**src/rtl/aes_core_sched.sv**
```systemverilog
// Round-robin two-requester scheduler feeding a shared combinational AES core with a multicycle settle budget.
// Optional performance counters are enabled by defining AES_SCHED_PERF_EN.
module aes_core_sched #(
    parameter int N        = 128,
    parameter int Nr       = 10,
    parameter int Nk       = 4,
    parameter int CORE_LAT = 2
) (
    input  logic           clk,
    input  logic           rst,
    input  logic           req0_valid,
    output logic           req0_ready,
    input  logic [127:0]   req0_data,
    input  logic [N-1:0]   req0_key,
    input  logic           req1_valid,
    output logic           req1_ready,
    input  logic [127:0]   req1_data,
    input  logic [N-1:0]   req1_key,
    output logic [127:0]   core_in,
    output logic [N-1:0]   core_key,
    input  logic [127:0]   core_out,
    output logic           rsp_valid,
    input  logic           rsp_ready,
    output logic [127:0]   rsp_data,
    output logic           rsp_id,
    output logic           busy
`ifdef AES_SCHED_PERF_EN
    ,
    output logic [31:0]    done_cnt0,
    output logic [31:0]    done_cnt1,
    output logic [31:0]    stall_cnt
`endif
);

    // An inconsistent key/round configuration falls back to the longest settle budget.
    localparam bit CFG_OK = (N == 32 * Nk) && (Nr == Nk + 6) && (CORE_LAT >= 1) && (CORE_LAT <= 15);
    localparam logic [3:0] LAT_LOAD = CFG_OK ? 4'(CORE_LAT - 1) : 4'd14;

    typedef enum logic [1:0] {
        IDLE = 2'd0,
        WAIT = 2'd1,
        RESP = 2'd2
    } state_t;

    state_t     state_r;
    logic [3:0] cnt_r;
    logic       last_grant_r;
    logic       grant_s;
    logic       grant_valid_s;

    // Round-robin pick: a lone requester wins, a tie goes to the one not served last.
    always_comb begin
        grant_valid_s = 1'b0;
        grant_s       = 1'b0;
        if (req0_valid && req1_valid) begin
            grant_valid_s = 1'b1;
            grant_s       = ~last_grant_r;
        end else if (req0_valid) begin
            grant_valid_s = 1'b1;
            grant_s       = 1'b0;
        end else if (req1_valid) begin
            grant_valid_s = 1'b1;
            grant_s       = 1'b1;
        end else begin
            grant_valid_s = 1'b0;
            grant_s       = 1'b0;
        end
    end

    assign req0_ready = (state_r == IDLE) && grant_valid_s && !grant_s;
    assign req1_ready = (state_r == IDLE) && grant_valid_s &&  grant_s;

    // Scheduler FSM: accept a block, let the core settle, then hold the response until taken.
    always_ff @(posedge clk or posedge rst) begin
        if (rst) begin
            state_r      <= IDLE;
            cnt_r        <= 4'd0;
            last_grant_r <= 1'b1;
            core_in      <= '0;
            core_key     <= '0;
            rsp_data     <= '0;
            rsp_valid    <= 1'b0;
            rsp_id       <= 1'b0;
            busy         <= 1'b0;
        end else begin
            case (state_r)
                IDLE: begin
                    if (grant_valid_s) begin
                        core_in      <= grant_s ? req1_data : req0_data;
                        core_key     <= grant_s ? req1_key  : req0_key;
                        rsp_id       <= grant_s;
                        last_grant_r <= grant_s;
                        cnt_r        <= LAT_LOAD;
                        state_r      <= WAIT;
                        busy         <= 1'b1;
                    end
                end
                WAIT: begin
                    if (cnt_r != 4'd0) begin
                        cnt_r <= cnt_r - 4'd1;
                    end else begin
                        rsp_data  <= core_out;
                        rsp_valid <= 1'b1;
                        state_r   <= RESP;
                    end
                end
                RESP: begin
                    if (rsp_ready) begin
                        rsp_valid <= 1'b0;
                        busy      <= 1'b0;
                        state_r   <= IDLE;
                    end
                end
                default: begin
                    rsp_valid <= 1'b0;
                    busy      <= 1'b0;
                    state_r   <= IDLE;
                end
            endcase
        end
    end

`ifdef AES_SCHED_PERF_EN
    // Per-requester completion counts and response backpressure cycles.
    always_ff @(posedge clk or posedge rst) begin
        if (rst) begin
            done_cnt0 <= 32'd0;
            done_cnt1 <= 32'd0;
            stall_cnt <= 32'd0;
        end else begin
            if ((state_r == RESP) && rsp_ready && !rsp_id) begin
                done_cnt0 <= done_cnt0 + 32'd1;
            end
            if ((state_r == RESP) && rsp_ready && rsp_id) begin
                done_cnt1 <= done_cnt1 + 32'd1;
            end
            if ((state_r == RESP) && !rsp_ready) begin
                stall_cnt <= stall_cnt + 32'd1;
            end
        end
    end
`endif

endmodule

```
**config.mk**
```make
export PLATFORM = sky130hd
export DESIGN_NAME = aes_core_sched
export DESIGN_NICKNAME = d
export VERILOG_FILES = /design/src/rtl/aes_core_sched.sv
export SDC_FILE = /design/constraint.sdc
export NUM_CORES = 1
export LEC_CHECK = 0
export CORE_AREA = 2 2 400 402
export DETAILED_ROUTE_END_ITERATION = 8
export DIE_AREA = 0 0 402 404
export GPL_TIMING_DRIVEN = 0
export PLACE_DENSITY = 0.33
export SLEW_MARGIN = 15
export SYNTH_ARGS = -nofsm -noshare
export SYNTH_HDL_FRONTEND = slang
export SYNTH_SLANG_ARGS = --single-unit
export TNS_END_PERCENT = 1
```
**constraint.sdc**
```tcl
create_clock -name clk -period 18.25 [get_ports clk]
set_input_delay 3.65 -clock clk [delete_from_list [all_inputs] [get_ports clk]]
set_output_delay 3.65 -clock clk [all_outputs]
set_load 0.05 [all_outputs]
```
==> results of run 1 <==
-- final cells by class --
type                            instances  area, um^2
Multi-Input combinational cell        675        6152
Clock buffer                           84        1669
Buffer                                129       808.3
Timing Repair Buffer                 1037       10450
Sequential cell                       394        9861
Clock inverter                         12       136.4
Fill cell                           17170      126100
Antenna cell                           12       30.03
Tap cell                             2072        2592
Inverter                                4       22.52
-- sequential cells by signal, indices dropped and copies added (netlist names) --
signal,flops
core_in,128
core_key,128
rsp_data,128
cnt_r,4
state_r,2
busy,1
last_grant_r,1
rsp_id,1
rsp_valid,1
-- critical path: stages --
cell	delay, ns
clkdlybuf4s50_1	0.46
nand2_1	0.08
and3_1	0.15
buf_2	0.28
buf_2	0.48
clkdlybuf4s50_1	0.91
-- cell families (layout without fill, tap and decap cells) --
logic type | Yosys count | in the layout | synth area share
other cells | 0 | 12 | 0
fa+ha+maj | 2 | 2 | 0.001486
mux | 131 | 131 | 0.08740
compound gates | 521 | 521 | 0.2697
flops | 394 | 394 | 0.5857
buf+inv | 133 | 1266 | 0.04890
simple gates | 21 | 21 | 0.006838
-- cell usage in the layout (no fill, tap or decap), drive strengths merged, types with 2 or more instances in the layout --
master	netlist	final
nand2b	2	2
and3	2	2
clkinv	0	9
a221o	256	256
clkbuf	53	137
ha	2	2
mux2i	3	3
a21boi	256	256
buf	76	80
diode	0	12
nor2	3	3
or2	3	3
dfrtp	393	393
a21o	2	2
clkdlybuf4s50	0	1033
mux2	128	128
nand2	6	6
inv	4	6
o21ai	4	4
-- power by group through the flow --
stage               combinational, mW  sequential (mW)  clock, mW
global route                     4.18             1.64       1.20
CTS                              4.06             1.59       1.16
floorplan                       0.991             3.00          0
detailed placement               4.05             1.59          0
finish                           4.01             1.59       1.11
global placement                 4.03             1.59          0
-- worst paths after layout --
path | startpoint | to | slack, ns
worst min-delay path | rsp_id | rsp_id | 0.49
worst min register to register | rsp_id | rsp_id | 0.49
worst max register to register | state_r[1] | core_in[5] | 15.03
min in group asynchronous | rst | rsp_data[37] | 3.37
max in group asynchronous | rst | core_key[65] | 13.51
worst max-delay path | req0_valid | req1_ready | 8.59
-- layer usage --
layer	up-vias	track usage	routed length, um
met5	-	0	136
met4	24	0.03753	3054
met1	8487	0.1548	44150
li1	6951	-	-
met3	191	0.04383	8886
met2	754	0.2498	60430
==> key figures, run 1 <==
Placed design
  • Dpl cells: between 4000 and 5000
  • Port Buffers: about 1000
  • Placed cell area: approximately 30000 um^2
  • Place WS: between 8 and 9 ns
  • RD Place Congestion: 0.8612
  • Post-DP HPWL: 94300 um

Yosys
  • Synth Flop Type: dfrtp_1
  • Yosys warns: 0
  • #FFs+latches synth: approximately 390
  • Synth area leader: dfrtp_1
  • Unique masters post-synth: 32
  • Most frequent cells after synthesis: dfrtp_1, a221o_1, a21boi_0
  • Most frequent cell after synthesis: dfrtp_1
  • Seq/Total Area, Yosys: 0.5857
  • Synth Instances: 1202
  • Syn_nets: 1849
  • Ys async rst share: 1.000
  • Synthesized area: around 17000 um^2
  • Top post-synthesis cells by area: dfrtp_1, a221o_1, a21boi_0
  • Area share of the largest cell type after synthesis: 0.5841
  • Mapped Avg Cell Area: about 14 um^2
  • EDFF count, synth: 0

Floorplanning
  • Die area: about 160000 um^2
  • Die X: roughly 400 um
  • Row Count: approximately 150
  • Die H: about 400 um
  • Core box area: about 160000 um^2
  • Initial Util: 0.1067
  • Num ports: about 1000

STA
  • Slew headroom: 0.3073
  • Hold_ws: just under 0.5 ns
  • Worst slew pin tran: 1.039 ns
  • Worst setup margin: around 8.6 ns
  • Tmin final: around 9.7 ns
  • Finish-stage setup viols: 0
  • Final hold viol count: 0
  • Post-route clock period utilization: 0.5294
  • RSZ-0062 raised after global routing: no
  • Final Skew: about 0.043 ns
  • Setup TNS: 0 ns
  • Slew Viols, Final: 0
  • Peak Freq: between 0.1 and 0.15 GHz

CTS
  • Post-CTS Setup Bufs: 0
  • CTS resizes: 0
  • CTS tree: done
  • Clock transition at path regs: 0.05 ns
  • # hold bufs at CTS: 0
  • Clk Latency, worst-skew pair: around 0.67 ns
  • Root buf cell: clkbuf_16
  • CTS Sinks: between 300 and 400
  • CTS Buf Count: 58
  • CTS Buffer Depth: 3
  • Htree depth: 2

Detailed routing
  • 1st-pass router iterations: 5
  • Vias: around 16000
  • Routed length per instance: between 20 and 30 um
  • Iteration-0 DRC Markers: 1076
  • Final Routed Wirelength: approximately 120000 um
  • Post-route ant nets: 0
  • Avg Vias per Cell: 3.713
  • Drt drc: 0

Pwr
  • Int Pwr: between 3 and 4 mW
  • Psw: approximately 3.3 mW
  • Switch share: 0.4919
  • Pwr dens: 211.4 nW/um^2
  • Comb pwr share: 0.598
  • Leakage power: around 12 nW
  • Reg power frac: 0.237
  • Max VDD drop: 0.0001094 V
  • Total chip power: around 6.7 mW
  • Power share of the clock group: 0.165

Worst setup path
  • Crit Path Max Fanout: 11
  • Worst path required time: ~15 ns
  • Startpoint types: primary input
  • Setup CP Type: primary input to primary output
  • Setup crit end kind: primary output
  • Worst path arrival time: 6.01 ns
  • Worst Reg-to-Reg Cells: 5

Cells and area
  • Nets@finish: slightly below 3000
  • Final instance area: roughly 32000 um^2
  • Area delta synth->final: 88.41%
  • Final core utilization: 0.2010
  • Post-Layout Cell Count: between 4000 and 5000
  • Layout cells sized above 1: 0.1233

Worst hold path
  • Hold Path Depth: 1
  • Hold Path Class: flip-flop to flip-flop

Global routing
  • GRT overflow: 0
  • Number of global-route vias before repair: roughly 18000
  • Largest net degree at the start of global routing: 96
  • First-pass GRT wire length: 157700 um
  • GRT Total Usage: 0.1381
  • Initial antenna violation count: between 50 and 60

Job
  • Max Cap Viol: 0

Run status
  • Status: finished, final reports clean
Power figures use the tool's default switching activity.
==> run 2, diff against run 1 <==
--- a/config.mk
+++ b/config.mk
@@ -5,11 +5,11 @@
 export SDC_FILE = /design/constraint.sdc
 export NUM_CORES = 1
 export LEC_CHECK = 0
-export CORE_AREA = 2 2 400 402
+export CORE_AREA = 2 2 405 407
 export DETAILED_ROUTE_END_ITERATION = 8
-export DIE_AREA = 0 0 402 404
+export DIE_AREA = 0 0 407 409
 export GPL_TIMING_DRIVEN = 0
-export PLACE_DENSITY = 0.33
+export PLACE_DENSITY = 0.34
 export SLEW_MARGIN = 15
 export SYNTH_ARGS = -nofsm -noshare
 export SYNTH_HDL_FRONTEND = slang
==> constraint.sdc (replaced) <==
create_clock -name clk -period 8.77 [get_ports clk]
set_input_delay 1.754 -clock clk [delete_from_list [all_inputs] [get_ports clk]]
set_output_delay 1.754 -clock clk [all_outputs]
set_load 0.05 [all_outputs]
==> run 2 against run 1 <==
Against the previous run: die area increased by 2.5%; core utilization decreased by 0.24 points; highest routed layer unchanged; critical endpoint unchanged; cell count increased by 3.0%; global-route usage about the same; critical path type unchanged; sequential power increased by 110%; count of clock-buffer cells in the layout increased by 2.
==> key figures, run 2 (same netlist as run 1, synthesis figures left out) <==
Detailed routing
  • 1st-pass router iterations: 5 (unchanged)
  • Final Routed Wirelength: 119800 um (was 116700 um)
  • Routed length per instance: 26.32 um (was 26.40 um)
  • Iteration-0 DRC Markers: 798 (was 1076)
  • Drt drc: 0 (unchanged)
  • Vias: 16050 (was 16410)
  • Post-route ant nets: 0 (unchanged)
  • Avg Vias per Cell: 3.526 (was 3.713)

CTS
  • # hold bufs at CTS: 0 (unchanged)
  • Htree depth: 2 (unchanged)
  • Clock transition at path regs: 0.06 ns (was 0.05 ns)
  • CTS Buffer Depth: 3 (unchanged)
  • CTS resizes: 0 (unchanged)
  • CTS tree: done (unchanged)
  • Root buf cell: clkbuf_16 (unchanged)
  • Clk Latency, worst-skew pair: 0.66 ns (was 0.67 ns)
  • CTS Buf Count: 58 (unchanged)
  • Post-CTS Setup Bufs: 0 (unchanged)
  • CTS Sinks: 394 (unchanged)

STA
  • Worst setup margin: 3.088 ns (was 8.588 ns)
  • Post-route clock period utilization: 0.6478
  • Finish-stage setup viols: 0 (unchanged)
  • Slew headroom: 0.3257 (was 0.3073)
  • Slew Viols, Final: 0 (unchanged)
  • Final hold viol count: 0 (unchanged)
  • RSZ-0062 raised after global routing: no (unchanged)
  • Tmin final: 5.682 ns
  • Worst slew pin tran: 1.011 ns (was 1.039 ns)
  • Peak Freq: 0.1760 GHz
  • Final Skew: 0.03062 ns (was 0.04261 ns)

Worst setup path
  • Worst path required time: 7.02 ns (was 14.60 ns)
  • Startpoint types: primary input (unchanged)
  • Worst path arrival time: 3.93 ns (was 6.01 ns)
  • Setup CP Type: primary input to primary output (unchanged)
  • FF-to-FF End: core_key[123] (was core_in[5])
  • Crit Path Max Fanout: 10 (was 11)
  • Crit path buffers/inverters: 4 (unchanged)
  • Worst Reg-to-Reg Cells: 5 (unchanged)
  • Critical R2R Launch: state_r[0] (was state_r[1])
  • Setup crit end kind: primary output (unchanged)
  • CP Cell Sequence: clkdlybuf4s50_1, nand2_1, and3_1, buf_2, buf_2, clkdlybuf4s50_1 (unchanged)
  • Max stage delay on crit path: 0.88 ns (was 0.91 ns)
  • CP max stage cell: clkdlybuf4s50_1 (unchanged)
  • Crit-path leading delay family: buffers and inverters (unchanged)
  • Levels on crit path: 6 (unchanged)
  • FF-to-FF setup slack: 5.54 ns (was 15.03 ns)

Floorplanning
  • Die H: 409 um (was 404 um)
  • Core box area: 162000 um^2 (was 157800 um^2)
  • Die X: 407 um (was 402 um)
  • Initial Util: 0.1039 (was 0.1067)
  • Die area: 166500 um^2 (was 162400 um^2)
  • Num ports: 1034 (unchanged)
  • Row Count: 148 (was 146)

Global routing
  • Number of global-route vias before repair: 17350 (was 17900)
  • Initial antenna violation count: 67 (was 53)
  • Largest net degree at the start of global routing: 30 (was 96)
  • First-pass GRT wire length: 158200 um (was 157700 um)
  • GRT Total Usage: 0.1386 (was 0.1381)
  • GRT overflow: 0 (unchanged)

Worst hold path
  • Hold Path Depth: 1 (unchanged)
  • WHS Endpoint: rsp_id (unchanged)
  • Hold Path Class: flip-flop to flip-flop (unchanged)
  • HP Start: rsp_id (unchanged)

Cells and area
  • Layout cells sized above 1: 0.1319 (was 0.1233)
  • Post-Layout Cell Count: 4551 (was 4419)
  • Final core utilization: 0.1986 (was 0.2010)
  • Final instance area: 32180 um^2 (was 31720 um^2)
  • Largest registers: core_in: 128 flops, core_key: 128 flops, rsp_data: 128 flops (unchanged)
  • Nets@finish: 2957 (was 2946)
  • Most frequent cells in the layout: clkdlybuf4s50_1, dfrtp_1, a221o_1, a21boi_0, mux2_2 (unchanged)
  • Commonest non-fill, non-tap cell in the layout: clkdlybuf4s50_1 (unchanged)
  • Fill cells: 17630 (was 17170)
  • Area delta synth->final: 91.14% (was 88.41%)

Placed design
  • RD Place Congestion: 0.8295 (was 0.8612)
  • Port Buffers: 1033 (unchanged)
  • Placed cell area: 30220 um^2 (was 29890 um^2)
  • Dpl cells: 4425 (was 4311)
  • Place WS: 3.022 ns (was 8.523 ns)
  • Post-DP HPWL: 97230 um (was 94300 um)

Run status
  • Status: finished, final reports clean (unchanged)

Job
  • Max Cap Viol: 0 (unchanged)

Pwr
  • Leakage power: 12.45 nW (was 12.29 nW)
  • Pwr dens: 437.9 nW/um^2 (was 211.4 nW/um^2)
  • Total chip power: 14.09 mW (was 6.705 mW)
  • Max VDD drop: 0.0002242 V (was 0.0001094 V)
[run 2: changes by cell type in the layout (fill, tap and decap cells not counted)]
cell / before / now
buf_12: 0 / 13
buf_16: 4 / 2
bufinv_16: 1 / 3
clkbuf_16: 58 / 59
clkbuf_8: 12 / 13
clkinv_16: 1 / 0
clkinv_2: 6 / 15
clkinvlp_4: 0 / 1
diode_2: 12 / 18
inv_8: 1 / 0
[run 2: how the worst max path moves through the flow]
stage	to	startpoint	slack, ns
2_1_floorplan	busy	rst	1.71
3_3_place_gp	core_key[25]	rst	-2.94
3_5_place_dp	req1_ready	req0_valid	3.02
4_1_cts	req1_ready	req0_valid	3.02
5_1_grt	req1_ready	req0_valid	2.95
6_report	req1_ready	req0_valid	3.09
[run 2: area by class of cell]
type | count | area [um^2] | area share
inverter | 4 | 18.77 | 0.0005832
clock buffer | 86 | 1708 | 0.05307
buffer | 129 | 808.3 | 0.02512
tap | 2175 | 2721 | 0.08456
antenna | 18 | 45.04 | 0.001400
multi-input combinational | 675 | 6152 | 0.1912
sequential | 394 | 9861 | 0.3064
timing repair buffer | 1048 | 10660 | 0.3311
clock inverter | 22 | 211.5 | 0.006571
[run 2: metrics by stage]
step           setup TNS, ns  hold slack, ns
6_report                   0          0.4786
2_1_floorplan              0          0.4688
3_3_place_gp        -1060.49          0.4613
3_5_place_dp               0          0.4695
4_1_cts                    0          0.4831
5_1_grt                    0          0.5034
[run 2: routing by layer]
layer,global-route usage,wire [um],vias up
met5,0.002047,177,-
li1,-,-,7005
met3,0.04507,9820,177
met1,0.1569,45780,8088
met4,0.04457,3499,24
met2,0.2432,60500,755
[run 2: power by group]
group / leakage [nW] / internal, mW / switching [mW]
sequential: 4.78 / 2.74 / 0.565
clock: 0.961 / 1.43 / 1.00
combinational: 6.72 / 3.02 / 5.34
total: 12.5 / 7.19 / 6.91
==> run 3, diff against run 2 <==
==> constraint.sdc (replaced) <==
create_clock -name clk -period 4.6 [get_ports clk]
set_input_delay 0.92 -clock clk [delete_from_list [all_inputs] [get_ports clk]]
set_output_delay 0.92 -clock clk [all_outputs]
set_load 0.05 [all_outputs]
==> results of run 3 <==
Same layout as run 2 (identical final DEF). Status: finished, final reports clean.
Among the figures that moved: setup slack after placement 3.022 ns -> 0.1810 ns; setup slack after layout 3.088 ns -> 0.3959 ns; start point of the critical path req0_valid -> state_r[0]; register-to-register setup slack 5.54 ns -> 1.37 ns; total power 14.09 mW -> 26.87 mW; worst IR drop on VDD 0.0002242 V -> 0.0004274 V
